$ cat src/rtl/regfile_writeback_arbiter.sv
// Round-robin ALU/LSU writeback arbiter driving the register-file write port.
// Define WB_SCOREBOARD_EN to add the pending-write busy-bit scoreboard.
module regfile_writeback_arbiter #(
  parameter int ADDR_WIDTH    = 5,
  parameter int DATA_WIDTH    = 32,
  parameter int PATTERN_WIDTH = 3
) (
  input  logic                     clk,
  input  logic                     reset,
  input  logic                     alu_wb_valid,
  output logic                     alu_wb_ready,
  input  logic [ADDR_WIDTH-1:0]    alu_wb_rd,
  input  logic [DATA_WIDTH-1:0]    alu_wb_data,
  input  logic [PATTERN_WIDTH-1:0] alu_wb_pattern,
  input  logic                     lsu_wb_valid,
  output logic                     lsu_wb_ready,
  input  logic [ADDR_WIDTH-1:0]    lsu_wb_rd,
  input  logic [DATA_WIDTH-1:0]    lsu_wb_data,
  input  logic [PATTERN_WIDTH-1:0] lsu_wb_pattern,
  input  logic                     issue_valid,
  input  logic [ADDR_WIDTH-1:0]    issue_rd,
  output logic                     issue_ready,
  input  logic [ADDR_WIDTH-1:0]    rs1,
  input  logic [ADDR_WIDTH-1:0]    rs2,
  output logic                     hazard_a,
  output logic                     hazard_b,
  output logic                     wr_enable,
  output logic [ADDR_WIDTH-1:0]    wr_address,
  output logic [DATA_WIDTH-1:0]    wr_data,
  output logic [PATTERN_WIDTH-1:0] write_pattern
);

  typedef enum logic {
    SRC_ALU = 1'b0,
    SRC_LSU = 1'b1
  } src_t;

  src_t last_grant;

  logic                     alu_go;
  logic                     lsu_go;
  logic                     wb_go;
  logic [ADDR_WIDTH-1:0]    wb_rd;
  logic [DATA_WIDTH-1:0]    wb_data;
  logic [PATTERN_WIDTH-1:0] wb_pat;

  // Grant depends only on the valids, never on the other ready.
  assign alu_wb_ready = !reset && alu_wb_valid &&
                        (!lsu_wb_valid || last_grant == SRC_LSU);
  assign lsu_wb_ready = !reset && lsu_wb_valid &&
                        (!alu_wb_valid || last_grant == SRC_ALU);

  assign alu_go = alu_wb_valid && alu_wb_ready;
  assign lsu_go = lsu_wb_valid && lsu_wb_ready;
  assign wb_go  = alu_go || lsu_go;

  always_comb begin
    wb_rd   = '0;
    wb_data = '0;
    wb_pat  = '0;
    unique case (1'b1)
      alu_go: begin
        wb_rd   = alu_wb_rd;
        wb_data = alu_wb_data;
        wb_pat  = alu_wb_pattern;
      end
      lsu_go: begin
        wb_rd   = lsu_wb_rd;
        wb_data = lsu_wb_data;
        wb_pat  = lsu_wb_pattern;
      end
      default: ;
    endcase
  end

  // Writes to x0 are accepted but dropped; the port keeps its last values.
  always_ff @(posedge clk) begin
    if (reset) begin
      wr_enable     <= 1'b0;
      wr_address    <= '0;
      wr_data       <= '0;
      write_pattern <= '0;
      last_grant    <= SRC_LSU;
    end else begin
      wr_enable <= wb_go && (wb_rd != '0);
      if (wb_go && (wb_rd != '0)) begin
        wr_address    <= wb_rd;
        wr_data       <= wb_data;
        write_pattern <= wb_pat;
      end
      if (alu_go)
        last_grant <= SRC_ALU;
      else if (lsu_go)
        last_grant <= SRC_LSU;
    end
  end

`ifdef WB_SCOREBOARD_EN
  localparam int NREG = 1 << ADDR_WIDTH;

  logic [NREG-1:1] busy;
  logic [NREG-1:0] busy_all;
  logic [NREG-1:0] busy_nx;
  logic            unused_bit0;

  // Bit 0 is tied low so x0 is never busy.
  assign busy_all    = {busy, 1'b0};
  assign issue_ready = !busy_all[issue_rd];
  assign hazard_a    = busy_all[rs1];
  assign hazard_b    = busy_all[rs2];
  assign unused_bit0 = busy_nx[0];

  // Clear first so a same-index issue set overrides it.
  always_comb begin
    busy_nx = busy_all;
    if (wb_go)
      busy_nx[wb_rd] = 1'b0;
    if (issue_valid && issue_ready)
      busy_nx[issue_rd] = 1'b1;
  end

  always_ff @(posedge clk) begin
    if (reset)
      busy <= '0;
    else
      busy <= busy_nx[NREG-1:1];
  end
`else
  logic unused_sb;

  assign issue_ready = 1'b1;
  assign hazard_a    = 1'b0;
  assign hazard_b    = 1'b0;
  assign unused_sb   = ^{issue_valid, issue_rd, rs1, rs2};
`endif

endmodule

$ cat config.mk
export PLATFORM = sky130hd
export DESIGN_NAME = regfile_writeback_arbiter
export DESIGN_NICKNAME = d
export VERILOG_FILES = /design/src/rtl/regfile_writeback_arbiter.sv
export SDC_FILE = /design/constraint.sdc
export NUM_CORES = 1
export LEC_CHECK = 0
export ABC_AREA = 1
export CAP_MARGIN = 20
export CORE_ASPECT_RATIO = 1.2
export CORE_UTILIZATION = 30
export CTS_CLUSTER_SIZE = 40
export DETAILED_ROUTE_END_ITERATION = 10
export PLACE_DENSITY = 0.75
export SYNTH_ARGS = -nofsm -noshare
export SYNTH_HDL_FRONTEND = slang
export SYNTH_SLANG_ARGS = --single-unit
$ cat constraint.sdc
create_clock -name clk -period 1.8 [get_ports clk]
set_clock_uncertainty 0.1 [all_clocks]
set_input_delay 0.27 -clock clk [delete_from_list [all_inputs] [get_ports clk]]
set_output_delay 0.27 -clock clk [all_outputs]
set_load 0.02 [all_outputs]
Word level (Yosys, flattened, before mapping). Index checks and enable logic that the tools add are counted.

Output and inout port bits: 46. Register bits after elaboration: 42. Memory bits (writable): 0. Bits in read-only memories: 0. Bits of input ports: 100. Memories: 0. Word-level logic and storage cells: 26. Bits in latches: 0.

Add/sub/neg operators: 0. Multipliers: 0. Shift operators: 0. Divide/modulo/power cells: 0. Bitwise operators: 1. Equality and inequality tests: 0. Reduce and logical (&&, ||, !) cells: 15. Muxes and demuxes: 5. $lt $le $gt $ge: 0.

Operator list (number): 32-bit case mux with 2 select lines (1); 5-bit case mux with 2 select lines (1); 1-bit logical AND (7); 3-bit case mux with 2 select lines (1); 5-bit nonzero test (1); 1-bit zero test (3); 1-bit logical OR (3); 1-bit two-way mux (2); 2-bit nonzero test (1); 1-bit NOT (1).

Depth between registers and ports, before layout. Gate-level depths: netlist of the first run.

Depth after elaboration: 7. Mapped depth: 11. Gate-level depth less buffers: 10.

Least setup slack after synthesis of the first run. No wires, ideal clock.

Kind: register to register. Start point: register last_grant. End point: register wr_address[2]. Arrival: 1289 ps. Period minus slack after synthesis: 1502 ps. Buffers on the path: 2. Library setup time: 113 ps. Required time: 1587 ps. Path slack: 298 ps. Cell stages (with the launch flop): 11. Path through: dfxtp_1 -> inv_1 -> nand2_2 -> nand3_1 -> nand2_1 -> nor2_2 -> nand3_2 -> buf_6 -> buf_2 -> nor2_1 -> nor2_1.

Word-level cells in the longest chain between the ends: 7. Elaborated cells between the ends (all ways): 11. Classes of those cells: mux: 1; bitwise: 1; reduce/logical: 9.

RTL lines: from (decl) (RTL line 38) `src_t last_grant;`; from (signal assigned) (RTL line 83) `last_grant <= SRC_LSU;`; from (signal assigned) (RTL line 92) `last_grant <= SRC_ALU;`; from (signal assigned) (RTL line 94) `last_grant <= SRC_LSU;`; 1-bit NOT (RTL line 51) `(!alu_wb_valid || last_grant == SRC_ALU);`; 1-bit logical OR (RTL line 51); 1-bit logical AND (RTL line 50) `assign lsu_wb_ready = !reset && lsu_wb_valid &&`; 1-bit logical AND (RTL line 54) `assign lsu_go = lsu_wb_valid && lsu_wb_ready;`; 5-bit case mux with 2 select lines (RTL line 61) `unique case (1'b1)`; 5-bit nonzero test (RTL line 86) `if (wb_go && (wb_rd != '0)) begin`; 1-bit logical AND (RTL line 86); to (signal assigned) (RTL line 87) `wr_address <= wb_rd;`; to (decl) (RTL line 28) `output logic [ADDR_WIDTH-1:0] wr_address,`.

Several ways; a longest one is shown, not always the timed one. A chain may end at the register's enable or synchronous reset.

Worst setup path in the final report of the first run.
Start point: register last_grant. End point: register wr_data[25].

Word-level cells in the longest chain between the ends: 7. Elaborated cells between the ends (all ways): 12. Classes of those cells: mux: 2; bitwise: 1; reduce/logical: 9.

RTL lines: 1-bit NOT (RTL line 51); 1-bit logical OR (RTL line 51); 1-bit logical AND (RTL line 50); 1-bit logical AND (RTL line 54); 5-bit case mux with 2 select lines (RTL line 61); 5-bit nonzero test (RTL line 86); 1-bit logical AND (RTL line 86); to (signal assigned) (RTL line 88) `wr_data <= wb_data;`; to (decl) (RTL line 29) `output logic [DATA_WIDTH-1:0] wr_data,`.

Several ways; a longest one is shown, not always the timed one.

==> reports/summary.txt, run 1 <==
Final nets: 644
CP Class: reg2reg
Metal-1 WL: 2.869 mm
CP required: 1.93 ns
CTS Buffer Depth: 2
R2R Setup Slk: 0.11 ns
Via-to-Cell Ratio: 4.298
met2 WL: 3.427 mm
first-pass GRT wire length: 9.880 mm
Clk pwr share: 20.3%
hold_sp: alu_wb_valid
met3 wire length: 513 µm
register bit count reported by yosys: 42
total gr overflow: 0
total track usage: 15.83%
Final Hold Viols: 0
hold_ws: 0.1401 ns
Boundary Pins: 146
critical path arrival: 1.82 ns
core area: 7317 µm²
I/O Buffers: 126
Initial Util: 31.10%
Sw Ratio: 32.68%
sequential element share of the synthesized area: 36.94%
Residual DRC: 0
crit path capture type: flop
Period minus WS final: 1.687 ns
Sink Count: 42
pin count of the biggest net entering global routing: 38
worst-path fanout max: 5
Fin Setup TNS: 0 ns
Clock Pin Slew Worst Setup and Hold Paths: 0.08 ns
Max Used Layer: met4
CP cell instances: nand2_1 -> buf_4 -> nand4_1 -> nand2_2 -> nor2_4 -> buf_4 -> nand3_4 -> buf_12 -> nand2_1 -> nand2_1 -> nor2_2
routability cong.: 0.7297
post-route clock period utilization: 93.73%
Clk Latency, worst-skew pair: 0.29 ns
Logic pwr share: 41.6%
outcome: complete, no violations
Inserted Diodes: 0
switching power: 0.9369 mW
Leak: 2.015 nW
Max Clock Freq: 0.5928 GHz
crit path to: wr_data[25]
Die H: 97.42 µm
drt first pass iters: 4
layout cells sized above 1: 9.375%
Num CTS Buffers: 5
DR iter-0 viols: 83
remaining antenna violation count after routing: 0
Hold Path Class: in2reg
chip width: 81.51 µm
Reg2Reg Depth: 11
Detailed Route WL: 6.901 mm
cell mode on critical path: nand2_1
DR vias: 2725
Final Setup Violations: 0
Synth warnings: 0
Max Slew Vio Count: 0
MaxCap Viol Count: 0
VDD IR max: 345.1 µV
worst setup path startpoint: last_grant
synth unique cells: 20
die area: 7940 µm²
H-tree Lvls: 2
synthesized area: 2276 µm²
worst r2r src: last_grant
P_int: 1.930 mW
slowest CP cell: dfxtp_2
endpoint of the worst-slack reg-to-reg timing path: wr_data[25]
Largest stage delay, worst path: 0.33 ns
Flop pwr share: 38.1%
area delta synth->final: 76.25%
vias in the first global route: 2379
cell count after synthesis: 399
CTS tree: built
Post-DP HPWL: 4.639 mm
WL/cell: 10.88 µm
Core Rows: 34
Pwr Density: 714.8 nW/µm²
CTS Root Cell: clkbuf_8
# hold bufs at CTS: 0
startpoint types: flop
initial antenna violation count: 0
Syn Area/Cell: 5.704 µm²
==> state kept, by name (all words and copies together) (netlist names) <==
| name | flops |
|---|---|
| wr_data | 32 |
| wr_address | 5 |
| write_pattern | 3 |
| last_grant | 1 |
| wr_enable | 1 |
==> cells in the mapped netlist <==
cell type  number  area share, %
nand2_1       187             31
nor2_1         77             13
inv_1          45            7.4
dfxtp_1        42             37
buf_2          10            2.2
nand3_1         6            1.3
nand4_1         5            1.4
buf_4           4            1.3
clkbuf_1        4           0.66
buf_6           3            1.5
nor2_2          3           0.82
clkinv_1        2           0.33
conb_1          2           0.33
inv_2           2           0.33
o21ai_1         2           0.44
a21oi_1         1           0.22
nand2_2         1           0.28
nand3_2         1           0.44
o211ai_1        1           0.33
o21ai_0         1           0.22
==> power groups by stage <==
stage | logic, mW | registers, mW | clock network (mW)
after floorplan | 0.402 | 1.24 | 0
after global placement | 1.01 | 1.11 | 0
final | 1.19 | 1.09 | 0.582
after CTS | 1.03 | 1.09 | 0.597
after detailed placement | 1.03 | 1.11 | 0
after global routing | 1.31 | 1.11 | 0.643
==> layout by cell type (no fill, tap or decap), drive strengths merged <==
cell | synthesis | routed
a21oi | 1 | 1
buf | 17 | 27
clkbuf | 4 | 11
clkdlybuf4s15 | 0 | 1
clkdlybuf4s50 | 0 | 121
clkinv | 2 | 2
conb | 2 | 3
dfxtp | 42 | 42
dlygate4sd2 | 0 | 3
dlymetal6s2s | 0 | 1
inv | 47 | 47
nand2 | 188 | 188
nand3 | 7 | 8
nand4 | 5 | 5
nor2 | 80 | 80
o211ai | 1 | 1
o21ai | 3 | 3
==> worst max-delay path, delay by kind of cell (launching register included) <==
family	cells	cell delay, ns
flops	1	0.33
simple gates	8	0.74
buf+inv	3	0.46
==> stage by stage <==
step | utilization, % | instances | instance area [µm²] | worst slack, ns | total power [mW]
6_report | 54.82 | 634 | 4011 | 0.1129 | 2.867
5_1_grt | 54.82 | 634 | 4011 | -0.02626 | 3.062
4_1_cts | 51.45 | 622 | 3765 | 0.006705 | 2.719
3_5_place_dp | 50.39 | 615 | 3687 | -0.3046 | 2.141
3_3_place_gp | 50.39 | 615 | 3687 | -0.2584 | 2.121
2_1_floorplan | - | 400 | 2280 | 0.2978 | 1.647
==> cell type report <==
| type | count | area [µm²] |
|---|---|---|
| Sequential cell | 42 | 842.1 |
| Clock buffer | 7 | 76.32 |
| Timing Repair Buffer | 157 | 1617 |
| Multi-Input combinational cell | 289 | 1180 |
| Tap cell | 90 | 112.6 |
| Inverter | 49 | 183.9 |
| Fill cell | 729 | 3306 |
==> how the worst min path moves through the flow <==
| stage | endpoint | cells past startpoint |
|---|---|---|
| after floorplan | wr_address[0] | 1 |
| after global placement | wr_data[22] | 2 |
| after detailed placement | wr_data[17] | 2 |
| after CTS | wr_address[0] | 2 |
| after global routing | last_grant | 2 |
| final | last_grant | 2 |
==> timing repair <==
item                                   4_1_cts  5_1_grt
gates cloned                                 0        9
endpoints found under the hold margin        0        0
setup endpoints to repair                    3       37
pin swaps                                    1        3
setup buffers                                0        3
resized for setup                            6       16
==> routing by layer <==
metal | track usage, % | up-vias
met5 | 0 | -
met4 | 4.945 | 0
met3 | 4.601 | 10
met2 | 29.55 | 96
met1 | 16.22 | 1182
li1 | - | 1437
==> logic make-up after synthesis <==
logic type	share of synthesized area, %
compound gates	1.209
buf+inv	13.74
other cells	0.3300
flops	36.94
simple gates	47.77
Power figures use the tool's default switching activity.
==> run 2, diff against run 1 <==
==> constraint.sdc (replaced) <==
create_clock -name clk -period 1.7 [get_ports clk]
set_clock_uncertainty 0.1 [all_clocks]
set_input_delay 0.255 -clock clk [delete_from_list [all_inputs] [get_ports clk]]
set_output_delay 0.255 -clock clk [all_outputs]
set_load 0.02 [all_outputs]
==> run 2 against run 1 <==
Compared with the run above:
- global-route usage rose by 1.3 points
- final cell count is 0.47% lower
- sequential cell count unchanged
- setup slack got worse by 0.051 ns
- via count is 1.8% lower
- core utilization is 0.43 points higher
- largest cell class unchanged
==> reports/summary.txt, run 2 (synthesis results as in run 1) <==
Inserted Diodes: 0 (unchanged)
Pwr Density: 764.1 nW/µm² (+6.9%)
final non-filler cell area: 4043 µm² (+0.78%)
met2 WL: 3.539 mm (+3.3%)
total gr overflow: 0 (unchanged)
Bufs and invs on worst path: 1 (-2)
CTS Root Cell: clkbuf_8
Reg2Reg Depth: 12 (+1)
remaining antenna violation count after routing: 0 (unchanged)
Clk Latency, worst-skew pair: 0.29 ns (about the same)
hold_ws: 0.2041 ns (+0.06396 ns)
top flop regs: wr_data: 32 flops, wr_address: 5 flops, write_pattern: 3 flops
commonest non-fill, non-tap cell in the layout: nand2_1
CP required: 1.34 ns (-0.59 ns)
CTS Buffer Depth: 2 (unchanged)
VDD IR max: 371.3 µV (+7.6%)
pin count of the biggest net entering global routing: 36 (-5.3%)
outcome: complete, no violations
area delta synth->final: 77.63%
die area: 7940 µm² (unchanged)
hold path cells: 2 (unchanged)
Num CTS Buffers: 5 (unchanged)
worst r2r src: last_grant
Period minus WS final: 1.638 ns
area of the multi-input gates: 1211 µm² (+2.7%)
H-tree Lvls: 2 (unchanged)
Final Setup Violations: 0 (unchanged)
layout cells sized above 1: 10.72% (+1.3 points)
cell family with most CP delay: buffers and inverters
Via-to-Cell Ratio: 4.242 (-1.3%)
DR vias: 2677 (-1.8%)
routability cong.: 0.7326 (+0.40%)
Post-DP HPWL: 4.700 mm (+1.3%)
Initial Util: 31.10% (unchanged)
Hold Path Class: in2reg
critical path arrival: 1.28 ns (-0.54 ns)
MaxCap Viol Count: 0 (unchanged)
most frequent cells in the layout: nand2_1, clkdlybuf4s50_1, nor2_1
slowest CP cell: clkdlybuf4s50_1
drt first pass iters: 4 (unchanged)
Largest stage delay, worst path: 0.64 ns (+0.31 ns)
Min-Delay Endpoint: wr_address[0]
Max Used Layer: met4
I/O Buffers: 126 (unchanged)
Clock Pin Slew Worst Setup and Hold Paths: 0.08 ns (about the same)
Fin Setup TNS: 0 ns (unchanged)
crit path capture type: primary output
Placed Area: 3680 µm² (-0.20%)
Detailed Route WL: 6.764 mm (-2.0%)
Sink Count: 42 (unchanged)
met3 wire length: 465 µm (-9.4%)
Metal-1 WL: 2.699 mm (-5.9%)
Max Clock Freq: 0.6104 GHz
CP Class: reg2out
initial antenna violation count: 0 (unchanged)
Core Rows: 34 (unchanged)
endpoint of the worst-slack reg-to-reg timing path: wr_address[4]
R2R Setup Slk: 0.09 ns (-0.02 ns)
max reg flops: 32 (unchanged)
hold_sp: reset
total track usage: 17.13% (+1.3 points)
CTS tree: built
worst-path fanout max: 2 (-3)
DR iter-0 viols: 64 (-23%)
CP cell instances: clkdlybuf4s50_1
Boundary Pins: 146 (unchanged)
Final nets: 640 (-0.62%)
# hold bufs at CTS: 0 (unchanged)
core area: 7317 µm² (unchanged)
startpoint types: flop
Residual DRC: 0 (unchanged)
Overall Power: 3.089 mW (+7.7%)
fillers: 697 (-4.4%)
WL/cell: 10.72 µm (-1.5%)
register area: 842.1 µm² (unchanged)
post-route clock period utilization: 96.37%
Die H: 97.42 µm (unchanged)
vias in the first global route: 2483 (+4.4%)
first-pass GRT wire length: 10.63 mm (+7.6%)
chip width: 81.51 µm (unchanged)
Max Slew Vio Count: 0 (unchanged)
Final Hold Viols: 0 (unchanged)
Biggest register: wr_data
Leak: 2.006 nW (-0.45%)
## run 2: cell count changes in the layout (fill, tap and decap cells not counted), moves of 3 or more
cell	before	now
nand2_1	185	181
nand3_1	5	1
buf_16	0	3
clkbuf_16	4	1
nand2_2	3	6
nand3_2	1	4
## run 2: worst max-delay path by stage
stage	cells past startpoint	to	from	slack (ns)
after floorplan	10	wr_address[2]	last_grant	0.20
after global placement	12	wr_data[8]	alu_wb_valid	-0.33
after detailed placement	11	wr_data[25]	reset	-0.42
after CTS	10	wr_address[3]	last_grant	-0.004
after global routing	12	wr_address[4]	lsu_wb_valid	-0.009
final	1	wr_address[1]	wr_address[1]	0.06
## run 2: routing by layer
layer  global-route usage (%)  vias to the layer above
li1                         -                     1434
met1                    18.77                     1155
met2                    31.86                       82
met3                    4.413                        6
met4                    3.571                        0
met5                        0                        -
## run 2: metrics by stage
stage | util [%] | cells | setup WS (ns)
5_1_grt | 55.25 | 631 | -0.008753
6_report | 55.25 | 631 | 0.06165
4_1_cts | 53.33 | 627 | -0.004119
3_5_place_dp | 50.29 | 614 | -0.4153
3_3_place_gp | 50.29 | 614 | -0.3280
2_1_floorplan | - | 400 | 0.1978
## run 2: what timing repair did
item | CTS | global route
setup buffers | 2 | 3
pin swaps | 4 | 8
hold endpoints to repair | 0 | 0
gates resized for setup | 14 | 25
gates cloned | 3 | 1
setup endpoints to repair | 39 | 40
## run 2: area by class of cell
type / instances / share of cell area (%)
clock inverters: 1 / 0.1238
inverters: 49 / 4.550
clock buffers: 7 / 2.136
repair buffers: 154 / 39.62
flip-flops and latches: 42 / 20.83
well taps: 90 / 2.786
multi-input cells: 288 / 29.96
## run 2: report_power, final
group	total [mW]	internal, mW	switching (mW)	leakage (nW)
registers	1.16	1.10	0.0581	0.347
logic	1.26	0.666	0.593	1.61
clock network	0.672	0.328	0.344	0.0482
total	3.09	2.09	0.995	2.01
==> run 3, diff against run 2 <==
--- a/config.mk
+++ b/config.mk
@@ -11,6 +11,7 @@
 export CORE_UTILIZATION = 30
 export CTS_CLUSTER_SIZE = 40
 export DETAILED_ROUTE_END_ITERATION = 10
+export GPL_ROUTABILITY_DRIVEN = 0
 export PLACE_DENSITY = 0.75
 export SYNTH_ARGS = -nofsm -noshare
 export SYNTH_HDL_FRONTEND = slang
==> results of run 3 <==
The final DEF is identical to that of run 2; final timing and power are the same.
